[src/rtl/pe_pkg.sv]
// Shared constants and types for the MMM processing-element register file.
package pe_pkg;

    localparam int unsigned PE_WIDTH = 16;
    localparam int unsigned PE_DEPTH = 8;

    localparam logic WMODE_LOAD = 1'b0;
    localparam logic WMODE_ACC  = 1'b1;

    typedef enum logic {
        ST_IDLE  = 1'b0,
        ST_CLEAR = 1'b1
    } clr_state_e;

endpackage

[src/rtl/pe_clear_seq.sv]
// Bulk-clear sequencer: walks every entry once, one per cycle, after a clear request.
module pe_clear_seq
    import pe_pkg::*;
#(
    parameter  int unsigned DEPTH = PE_DEPTH,
    localparam int unsigned AW    = $clog2(DEPTH)
) (
    input  logic          clk,
    input  logic          reset,
    input  logic          clr_req,
    output logic          busy,
    output logic          clr_en,
    output logic [AW-1:0] clr_addr
);

    localparam logic [AW-1:0] LAST_ADDR = AW'(DEPTH - 1);

    clr_state_e    r_state;
    clr_state_e    w_state_nxt;
    logic [AW-1:0] r_cnt;
    logic [AW-1:0] w_cnt_nxt;
    logic          r_busy;

    // State register; busy is re-registered from the next state so it tracks CLEAR exactly.
    always_ff @(posedge clk or posedge reset) begin
        if (reset) begin
            r_state <= ST_IDLE;
            r_cnt   <= '0;
            r_busy  <= 1'b0;
        end else begin
            r_state <= w_state_nxt;
            r_cnt   <= w_cnt_nxt;
            r_busy  <= (w_state_nxt == ST_CLEAR);
        end
    end

    always_comb begin
        w_state_nxt = r_state;
        w_cnt_nxt   = r_cnt;
        case (r_state)
            ST_IDLE: begin
                if (clr_req) begin
                    w_state_nxt = ST_CLEAR;
                    w_cnt_nxt   = '0;
                end
            end
            ST_CLEAR: begin
                if (r_cnt == LAST_ADDR) begin
                    w_state_nxt = ST_IDLE;
                    w_cnt_nxt   = '0;
                end else begin
                    w_cnt_nxt = r_cnt + AW'(1);
                end
            end
            default: begin
                w_state_nxt = ST_IDLE;
                w_cnt_nxt   = '0;
            end
        endcase
    end

    always_comb begin
        clr_en   = (r_state == ST_CLEAR);
        clr_addr = r_cnt;
    end

    assign busy = r_busy;

endmodule

[src/rtl/pe_reg_file.sv]
// DEPTH x WIDTH register file with load/accumulate write port, two bypassed
// registered read ports and a bulk-clear sequencer.
module pe_reg_file
    import pe_pkg::*;
#(
    parameter  int unsigned WIDTH = PE_WIDTH,
    parameter  int unsigned DEPTH = PE_DEPTH,
    localparam int unsigned AW    = $clog2(DEPTH)
) (
    input  logic             clk,
    input  logic             reset,
    input  logic             we,
    input  logic             wmode,
    input  logic [AW-1:0]    waddr,
    input  logic [WIDTH-1:0] wdata,
    input  logic             re_a,
    input  logic [AW-1:0]    raddr_a,
    output logic [WIDTH-1:0] rdata_a,
    input  logic             re_b,
    input  logic [AW-1:0]    raddr_b,
    output logic [WIDTH-1:0] rdata_b,
    input  logic             clr_req,
    output logic             busy,
    output logic             acc_ovf
);

    logic [WIDTH-1:0] r_mem [DEPTH];
    logic [WIDTH-1:0] r_rdata_a;
    logic [WIDTH-1:0] r_rdata_b;
    logic             r_acc_ovf;

    logic             w_busy;
    logic             w_clr_en;
    logic [AW-1:0]    w_clr_addr;
    logic             w_wa_ok;
    logic             w_ra_ok;
    logic             w_rb_ok;
    logic [WIDTH-1:0] w_old;
    logic [WIDTH-1:0] w_sum;
    logic             w_carry;
    logic [WIDTH-1:0] w_wdata_new;
    logic             w_wr_en;
    logic [WIDTH-1:0] w_rd_a;
    logic [WIDTH-1:0] w_rd_b;

    pe_clear_seq #(
        .DEPTH (DEPTH)
    ) u_clear_seq (
        .clk      (clk),
        .reset    (reset),
        .clr_req  (clr_req),
        .busy     (w_busy),
        .clr_en   (w_clr_en),
        .clr_addr (w_clr_addr)
    );

    // Addresses past the last entry only exist when DEPTH is not a power of two.
    if (DEPTH == (1 << AW)) begin : g_pow2
        assign w_wa_ok = 1'b1;
        assign w_ra_ok = 1'b1;
        assign w_rb_ok = 1'b1;
    end else begin : g_npow2
        assign w_wa_ok = ({1'b0, waddr}   < (AW+1)'(DEPTH));
        assign w_ra_ok = ({1'b0, raddr_a} < (AW+1)'(DEPTH));
        assign w_rb_ok = ({1'b0, raddr_b} < (AW+1)'(DEPTH));
    end

    assign w_old              = w_wa_ok ? r_mem[waddr] : '0;
    assign {w_carry, w_sum}   = (WIDTH+1)'(w_old) + (WIDTH+1)'(wdata);
    assign w_wdata_new        = (wmode == WMODE_LOAD) ? wdata : w_sum;
    assign w_wr_en            = we & w_wa_ok & ~w_clr_en;

    // Storage: clear sequencer owns the write port while it runs.
    always_ff @(posedge clk or posedge reset) begin
        if (reset) begin
            for (int i = 0; i < int'(DEPTH); i++) begin
                r_mem[i] <= '0;
            end
        end else if (w_clr_en) begin
            r_mem[w_clr_addr] <= '0;
        end else if (w_wr_en) begin
            r_mem[waddr] <= w_wdata_new;
        end
    end

    // Read bypass: a same-cycle clear or write to the read address wins over stored contents.
    always_comb begin
        w_rd_a = '0;
        if (!w_ra_ok) begin
            w_rd_a = '0;
        end else if (w_clr_en && (raddr_a == w_clr_addr)) begin
            w_rd_a = '0;
        end else if (w_wr_en && (raddr_a == waddr)) begin
            w_rd_a = w_wdata_new;
        end else begin
            w_rd_a = r_mem[raddr_a];
        end
    end

    always_comb begin
        w_rd_b = '0;
        if (!w_rb_ok) begin
            w_rd_b = '0;
        end else if (w_clr_en && (raddr_b == w_clr_addr)) begin
            w_rd_b = '0;
        end else if (w_wr_en && (raddr_b == waddr)) begin
            w_rd_b = w_wdata_new;
        end else begin
            w_rd_b = r_mem[raddr_b];
        end
    end

    always_ff @(posedge clk or posedge reset) begin
        if (reset) begin
            r_rdata_a <= '0;
            r_rdata_b <= '0;
            r_acc_ovf <= 1'b0;
        end else begin
            if (re_a) begin
                r_rdata_a <= w_rd_a;
            end
            if (re_b) begin
                r_rdata_b <= w_rd_b;
            end
            r_acc_ovf <= w_wr_en & (wmode == WMODE_ACC) & w_carry;
        end
    end

    assign rdata_a = r_rdata_a;
    assign rdata_b = r_rdata_b;
    assign acc_ovf = r_acc_ovf;
    assign busy    = w_busy;

endmodule

[config.mk]
export PLATFORM = sky130hd
export DESIGN_NAME = pe_reg_file
export DESIGN_NICKNAME = d
export VERILOG_FILES = /design/src/rtl/pe_pkg.sv /design/src/rtl/pe_clear_seq.sv /design/src/rtl/pe_reg_file.sv
export SDC_FILE = /design/constraint.sdc
export NUM_CORES = 1
export LEC_CHECK = 0
export ABC_CLOCK_PERIOD_IN_PS = 10870
export CORE_ASPECT_RATIO = 0.5
export CORE_MARGIN = 2
export CORE_UTILIZATION = 55
export CTS_CLUSTER_SIZE = 20
export DETAILED_ROUTE_END_ITERATION = 8
export PLACE_DENSITY = 0.74
export SLEW_MARGIN = 20
export SYNTH_ARGS = -nofsm -noshare
export SYNTH_HDL_FRONTEND = slang
export SYNTH_SLANG_ARGS = --single-unit
[constraint.sdc]
create_clock -name clk -period 10.87 [get_ports clk]
set_input_delay 1.087 -clock clk [delete_from_list [all_inputs] [get_ports clk]]
set_output_delay 1.087 -clock clk [all_outputs]
set_load 0.01 [all_outputs]
==> qor.txt, run 1 <==
status -> complete, no violations
cell-by-cell trace of the critical path -> buf_2, buf_4, nor2_1, a22o_1, a221o_1, ha_1, fa_1, a21o_1, a221oi_2, a211oi_1, o21a_1, o31ai_2, a21oi_1, nor2_1
clock latency at the later pin of the worst-skew pair -> 0.46 ns
Synth Register Bits -> 165
post-route insts no fill -> 1441
min-delay worst type -> register to register
# hold bufs at CTS -> 0
# IOs -> 66
Die Span Y -> 105.1 um
Leakage Power -> 5.431 nW
Max Cap Violations -> 0
Cell Area, Synth -> 11240 um2
Starting Density -> 56.95%
Distinct cells, synth -> 60
final wirelength -> 43.00 mm
fin area -> 12660 um2
IO buf count -> 65
critical path data required time -> 11.24 ns
register area -> 4129 um2
Worst Path Arrival -> 5.49 ns
internal power -> 1.591 mW
Sw Share -> 42.87%
Setup Viol. Count Final -> 0
worst stage delay on the critical path -> 0.77 ns
Final ANT Viol Nets -> 0
HPWL Detailed -> 28.31 mm
ratio of cells with drive above 1 in the final layout -> 17.02%
multi-input logic area -> 6664 um2
CTS clk-pin slew, worst paths -> 0.07 ns
Fmax -> 195.1 MHz
Row Count -> 36
area leader, netlist -> dfrtp_1
Die X -> 206.1 um
ys async rst share -> 100.0%
maximum number of pins on one net before global-route repair -> 100
Sink Count -> 165
vias in the first global route -> 10.17k
Fill cells -> 1619
GPL Wtd Cong -> 1.032
worst-path fanout max -> 52
Post-synth EDFFs -> 0
placed cells -> 1409
Layout area overhead -> 12.65%
post-synthesis instance total -> 1141
Cell Pwr Density -> 220.1 nW/um2
1st-pass router iterations -> 8
relative slew slack -> 24.67%
max-slew violation count -> 0
grt total ovfl -> 0
hold slack -> 0.4785 ns
post-synthesis sequential area ratio -> 36.75%
initial antenna violation count -> 1
CP endpoint kind -> register
clk root buf -> clkbuf_16
crit share post-route -> 47.15%
CTS tree -> done
Fin Clk Skew -> 0.01348 ns
ranking of synthesized cells by area -> dfrtp_1 37%, mux4_2 17%, a21oi_1 6.0%
most frequent cell after synthesis -> dfrtp_1
Clk network pwr share -> 21.6%
first-pass GRT wire length -> 63.97 mm
Final min period -> 5.126 ns
Max stage delay cell, worst path -> o31ai_2
most frequent CP cell -> nor2_1
Final WS setup -> 5.744 ns
detail-routed via count per cell -> 7.339
Least-Margin Pin Slew -> 1.130 ns
Avg WL per Cell -> 29.84 um
Bufs on Longest Clock Path -> 2
WS Path Type -> primary input to register
Die ar. -> 21660 um2
Ys Warns -> 0
Place WS -> 5.435 ns
setup_tns -> 0 ns
Pwr Total -> 2.785 mW
unrepaired setup endpoints after global routing -> false
Comb power frac -> 42.5%
number of gates resized after cts -> 0
Peak VDD IR -> 158.5 uV
Post-synth top cells -> 165 x dfrtp_1, 135 x a21oi_1, 112 x nand2_1
ys flop type -> dfrtp_1
Mapped Avg Cell Area -> 9.847 um2
number of diodes -> 0
DRT iter0 DRCs -> 1511
gr usage total -> 40.98%
nets -> 1213
switching power -> 1.194 mW
H-tree Lvls -> 4
Final Hold Vio Count -> 0
Post CTS Setup Buffer Count -> 0
Via Count -> 10.58k
Inserted Clock Buffers -> 17
final core occ -> 64.16%
Sequential Power Share -> 35.9%
Residual DRC -> 0
post-synth top area share -> 36.75%
crit start category -> primary input
placement-stage cell area -> 12090 um2
post-synthesis net count -> 1192
Core ar. -> 19730 um2
[state kept, by name, summed over array words and instances, names as in the netlist]
register and count:
rdata_b 16, acc_ovf 1, u_clear_seq.clr_en 1, u_clear_seq.clr_addr 3
r_mem 128, rdata_a 16
[worst max-delay path, delay by kind of cell]
family	cells	cell delay, ns
adder cells (fa/ha/maj)	2	0.65
buffers and inverters	2	0.69
AO/OA/AOI/OAI	8	2.63
AND/OR/NAND/NOR	2	0.41
[power by group through the flow]
stage | Clock [mW] | Combinational, mW | Sequential, mW
finish | 0.603 | 1.18 | 0.999
detailed placement | 0 | 1.14 | 0.995
global route | 0.625 | 1.26 | 1.02
floorplan | 0 | 0.767 | 0.930
CTS | 0.603 | 1.15 | 0.985
global placement | 0 | 1.11 | 0.981
[placed cells by master (no fill, tap or decap), drive strengths merged, types with 6 or more instances in the layout]
cell type / n
nor3: 21
clkdlybuf4s50: 58
a21o: 23
a22oi: 12
mux2i: 31
nand2b: 6
clkinv: 6
o22a: 6
nor2: 73
a211oi: 40
clkbuf: 18
o21ai: 88
nand3: 30
ha: 18
dfrtp: 165
nor2b: 29
a21oi: 135
a31oi: 8
o2bb2ai: 12
o31ai: 12
inv: 28
mux4: 84
buf: 43
nand2: 112
xnor2: 17
mux2: 27
and2: 8
[logic make-up (layout without fill, tap and decap cells)]
logic type	Yosys count	count (layout)	synth area share (%)
compound gates	381	381	21.33
xor+xnor	19	19	1.481
mux	142	142	22.31
fa+ha+maj	19	19	2.183
simple gates	293	293	11.70
flops	165	165	36.75
buf+inv	122	156	4.254
[cell type report]
type / count / area share [%]
timing repair buffer: 101 / 6.999
sequential: 165 / 32.62
multi-input combinational: 854 / 52.65
inverter: 23 / 0.7216
tap: 266 / 2.630
clock inverter: 14 / 0.9095
clock buffer: 18 / 3.470
[final timing paths]
check                            from                       to  slack (ns)  cells after the start
max                          waddr[0]                r_mem[74]        5.74                     14
min                        rdata_a[0]               rdata_a[0]        0.48                      1
max reg2reg                 r_mem[48]                r_mem[74]        6.71                     14
min reg2reg                rdata_a[0]               rdata_a[0]        0.48                      1
max in group asynchronous       reset               r_mem[100]        8.21                      3
min in group asynchronous       reset  u_clear_seq.clr_addr[0]        1.20                      2
[per-layer routing]
layer / track usage, % / up-vias / share of wire, %
met4: 19.08 / 2 / 4.5
met1: 55.35 / 5171 / 37
met5: 0 / - / 0.030
li1: - / 4332 / -
met3: 16.06 / 161 / 15
met2: 57.79 / 909 / 43
No activity file was read; power rests on OpenSTA's default activity.
==> inputs of run 2 (changes only) <==
- ABC_CLOCK_PERIOD_IN_PS: 10870 -> 5350
- clock period: 10.87 -> 5.35 ns (I/O delays scaled with it)
==> qor.txt, run 2 (same netlist as run 1, synthesis figures left out) <==
# IOs -> 66
Die X -> 206.1 um
R2R setup slack -> 1.40 ns
Via Count -> 10.61k
1st-pass router iterations -> 6
critical path data required time -> 5.71 ns
Max Cap Violations -> 0
Hold EP -> rdata_b[1]
WS Path Type -> primary input to register
Bufs on Longest Clock Path -> 2
max-slew violation count -> 0
unrepaired setup endpoints after global routing -> false
fin area -> 12780 um2
Cell Pwr Density -> 449.9 nW/um2
crit start category -> primary input
min-delay worst type -> register to register
hold slack -> 0.4809 ns
Die Span Y -> 105.1 um
crit path launch -> waddr[0]
Worst Hold Depth -> 1
Final min period -> 4.266 ns
switching power -> 2.372 mW
Layout area overhead -> 13.74%
Comb power frac -> 41.2%
Setup Viol. Count Final -> 0
Fin Clk Skew -> 0.01224 ns
CTS clk-pin slew, worst paths -> 0.07 ns
DRT iter0 DRCs -> 1543
Core ar. -> 19730 um2
register area -> 4129 um2
maximum number of pins on one net before global-route repair -> 62
number of diodes -> 0
IO buf count -> 65
first-pass GRT wire length -> 64.02 mm
crit share post-route -> 79.73%
internal power -> 3.378 mW
Residual DRC -> 0
# hold bufs at CTS -> 0
Clk network pwr share -> 23.0%
clock latency at the later pin of the worst-skew pair -> 0.46 ns
placement-stage cell area -> 12160 um2
Row Count -> 36
Fill cells -> 1592
ratio of cells with drive above 1 in the final layout -> 17.24%
relative slew slack -> 19.89%
CP endpoint kind -> register
H-tree Lvls -> 4
multi-input logic area -> 6654 um2
grt total ovfl -> 0
HPWL Detailed -> 29.34 mm
Starting Density -> 56.95%
number of gates resized after cts -> 0
Final Hold Vio Count -> 0
gr usage total -> 40.87%
clk root buf -> clkbuf_16
initial antenna violation count -> 0
max FFs per register -> 128
Sw Share -> 41.25%
status -> complete, no violations
Avg WL per Cell -> 29.34 um
Leakage Power -> 5.502 nW
final wirelength -> 42.52 mm
Fmax -> 234.4 MHz
detail-routed via count per cell -> 7.319
Inserted Clock Buffers -> 17
Pwr Total -> 5.749 mW
commonest non-fill, non-tap cells in the layout -> 165 x dfrtp_1, 134 x a21oi_1, 112 x nand2_1, 86 x o21ai_0, 84 x mux4_2
worst-path fanout max -> 28
Post CTS Setup Buffer Count -> 0
Sink Count -> 165
nets -> 1221
Die ar. -> 21660 um2
Hold Path Origin -> rdata_b[1]
r2r endpoint -> rdata_a[12]
worst r2r src -> r_mem[48]
setup_tns -> 0 ns
Peak VDD IR -> 424.2 uV
GPL Wtd Cong -> 1.055
vias in the first global route -> 10.25k
Worst Path Arrival -> 4.62 ns
Sequential Power Share -> 35.7%
Top reg by flops -> r_mem
most common cell after layout, fill and taps aside -> dfrtp_1
Least-Margin Pin Slew -> 1.195 ns
Final ANT Viol Nets -> 0
Worst Reg2Reg Path Length in Cells -> 13
CTS tree -> done
-- run 2: final cells by class --
cell class / instances / area share [%]
Clock inverter: 13 / 1.341
Sequential cell: 165 / 32.31
Timing Repair Buffer: 109 / 7.499
Multi-Input combinational cell: 854 / 52.07
Inverter: 23 / 0.7147
Tap cell: 266 / 2.604
Clock buffer: 19 / 3.466
-- run 2: critical path, cell delays in order --
cell	delay [ns]
buf_2	0.44
buf_12	0.27
nor2b_1	0.44
a22oi_1	0.18
o221ai_1	0.31
ha_1	0.38
and3_1	0.20
a221oi_2	0.36
a2111oi_1	0.23
o311a_1	0.36
or3_1	0.58
o31ai_2	0.31
-- run 2: power groups by stage --
| stage | clock, mW | combinational [mW] | sequential (mW) |
|---|---|---|---|
| final | 1.32 | 2.37 | 2.05 |
| after global routing | 1.39 | 2.53 | 2.09 |
| after CTS | 1.33 | 2.30 | 2.03 |
| after detailed placement | 0 | 2.29 | 2.04 |
| after global placement | 0 | 2.23 | 2.02 |
| after floorplan | 0 | 1.56 | 1.89 |
-- run 2: worst max path at each step --
stage	cells after the start	slack [ns]	end
floorplan	1	0.35	acc_ovf
global placement	12	0.83	rdata_a[12]
detailed placement	12	0.78	rdata_a[12]
CTS	12	1.23	rdata_a[12]
global route	12	0.95	r_mem[124]
finish	12	1.08	rdata_a[12]
-- run 2: routing by layer --
metal	wire (um)	up-vias	track usage (%)	part of all wire (%)
met5	0	-	0	0
met4	1839	0	16.68	4.3
met3	6356	143	17.19	15
met2	17940	861	57.93	42
met1	16380	5250	55.19	39
li1	-	4351	-	-
-- run 2: stage by stage --
stage / cells / worst slack [ns] / utilization [%]
after floorplan: 1141 / 0.3533 / -
after global placement: 1417 / 0.8253 / 61.63
after detailed placement: 1417 / 0.7767 / 61.63
after CTS: 1449 / 1.234 / 64.75
after global routing: 1449 / 0.9534 / 64.78
final: 1449 / 1.084 / 64.78
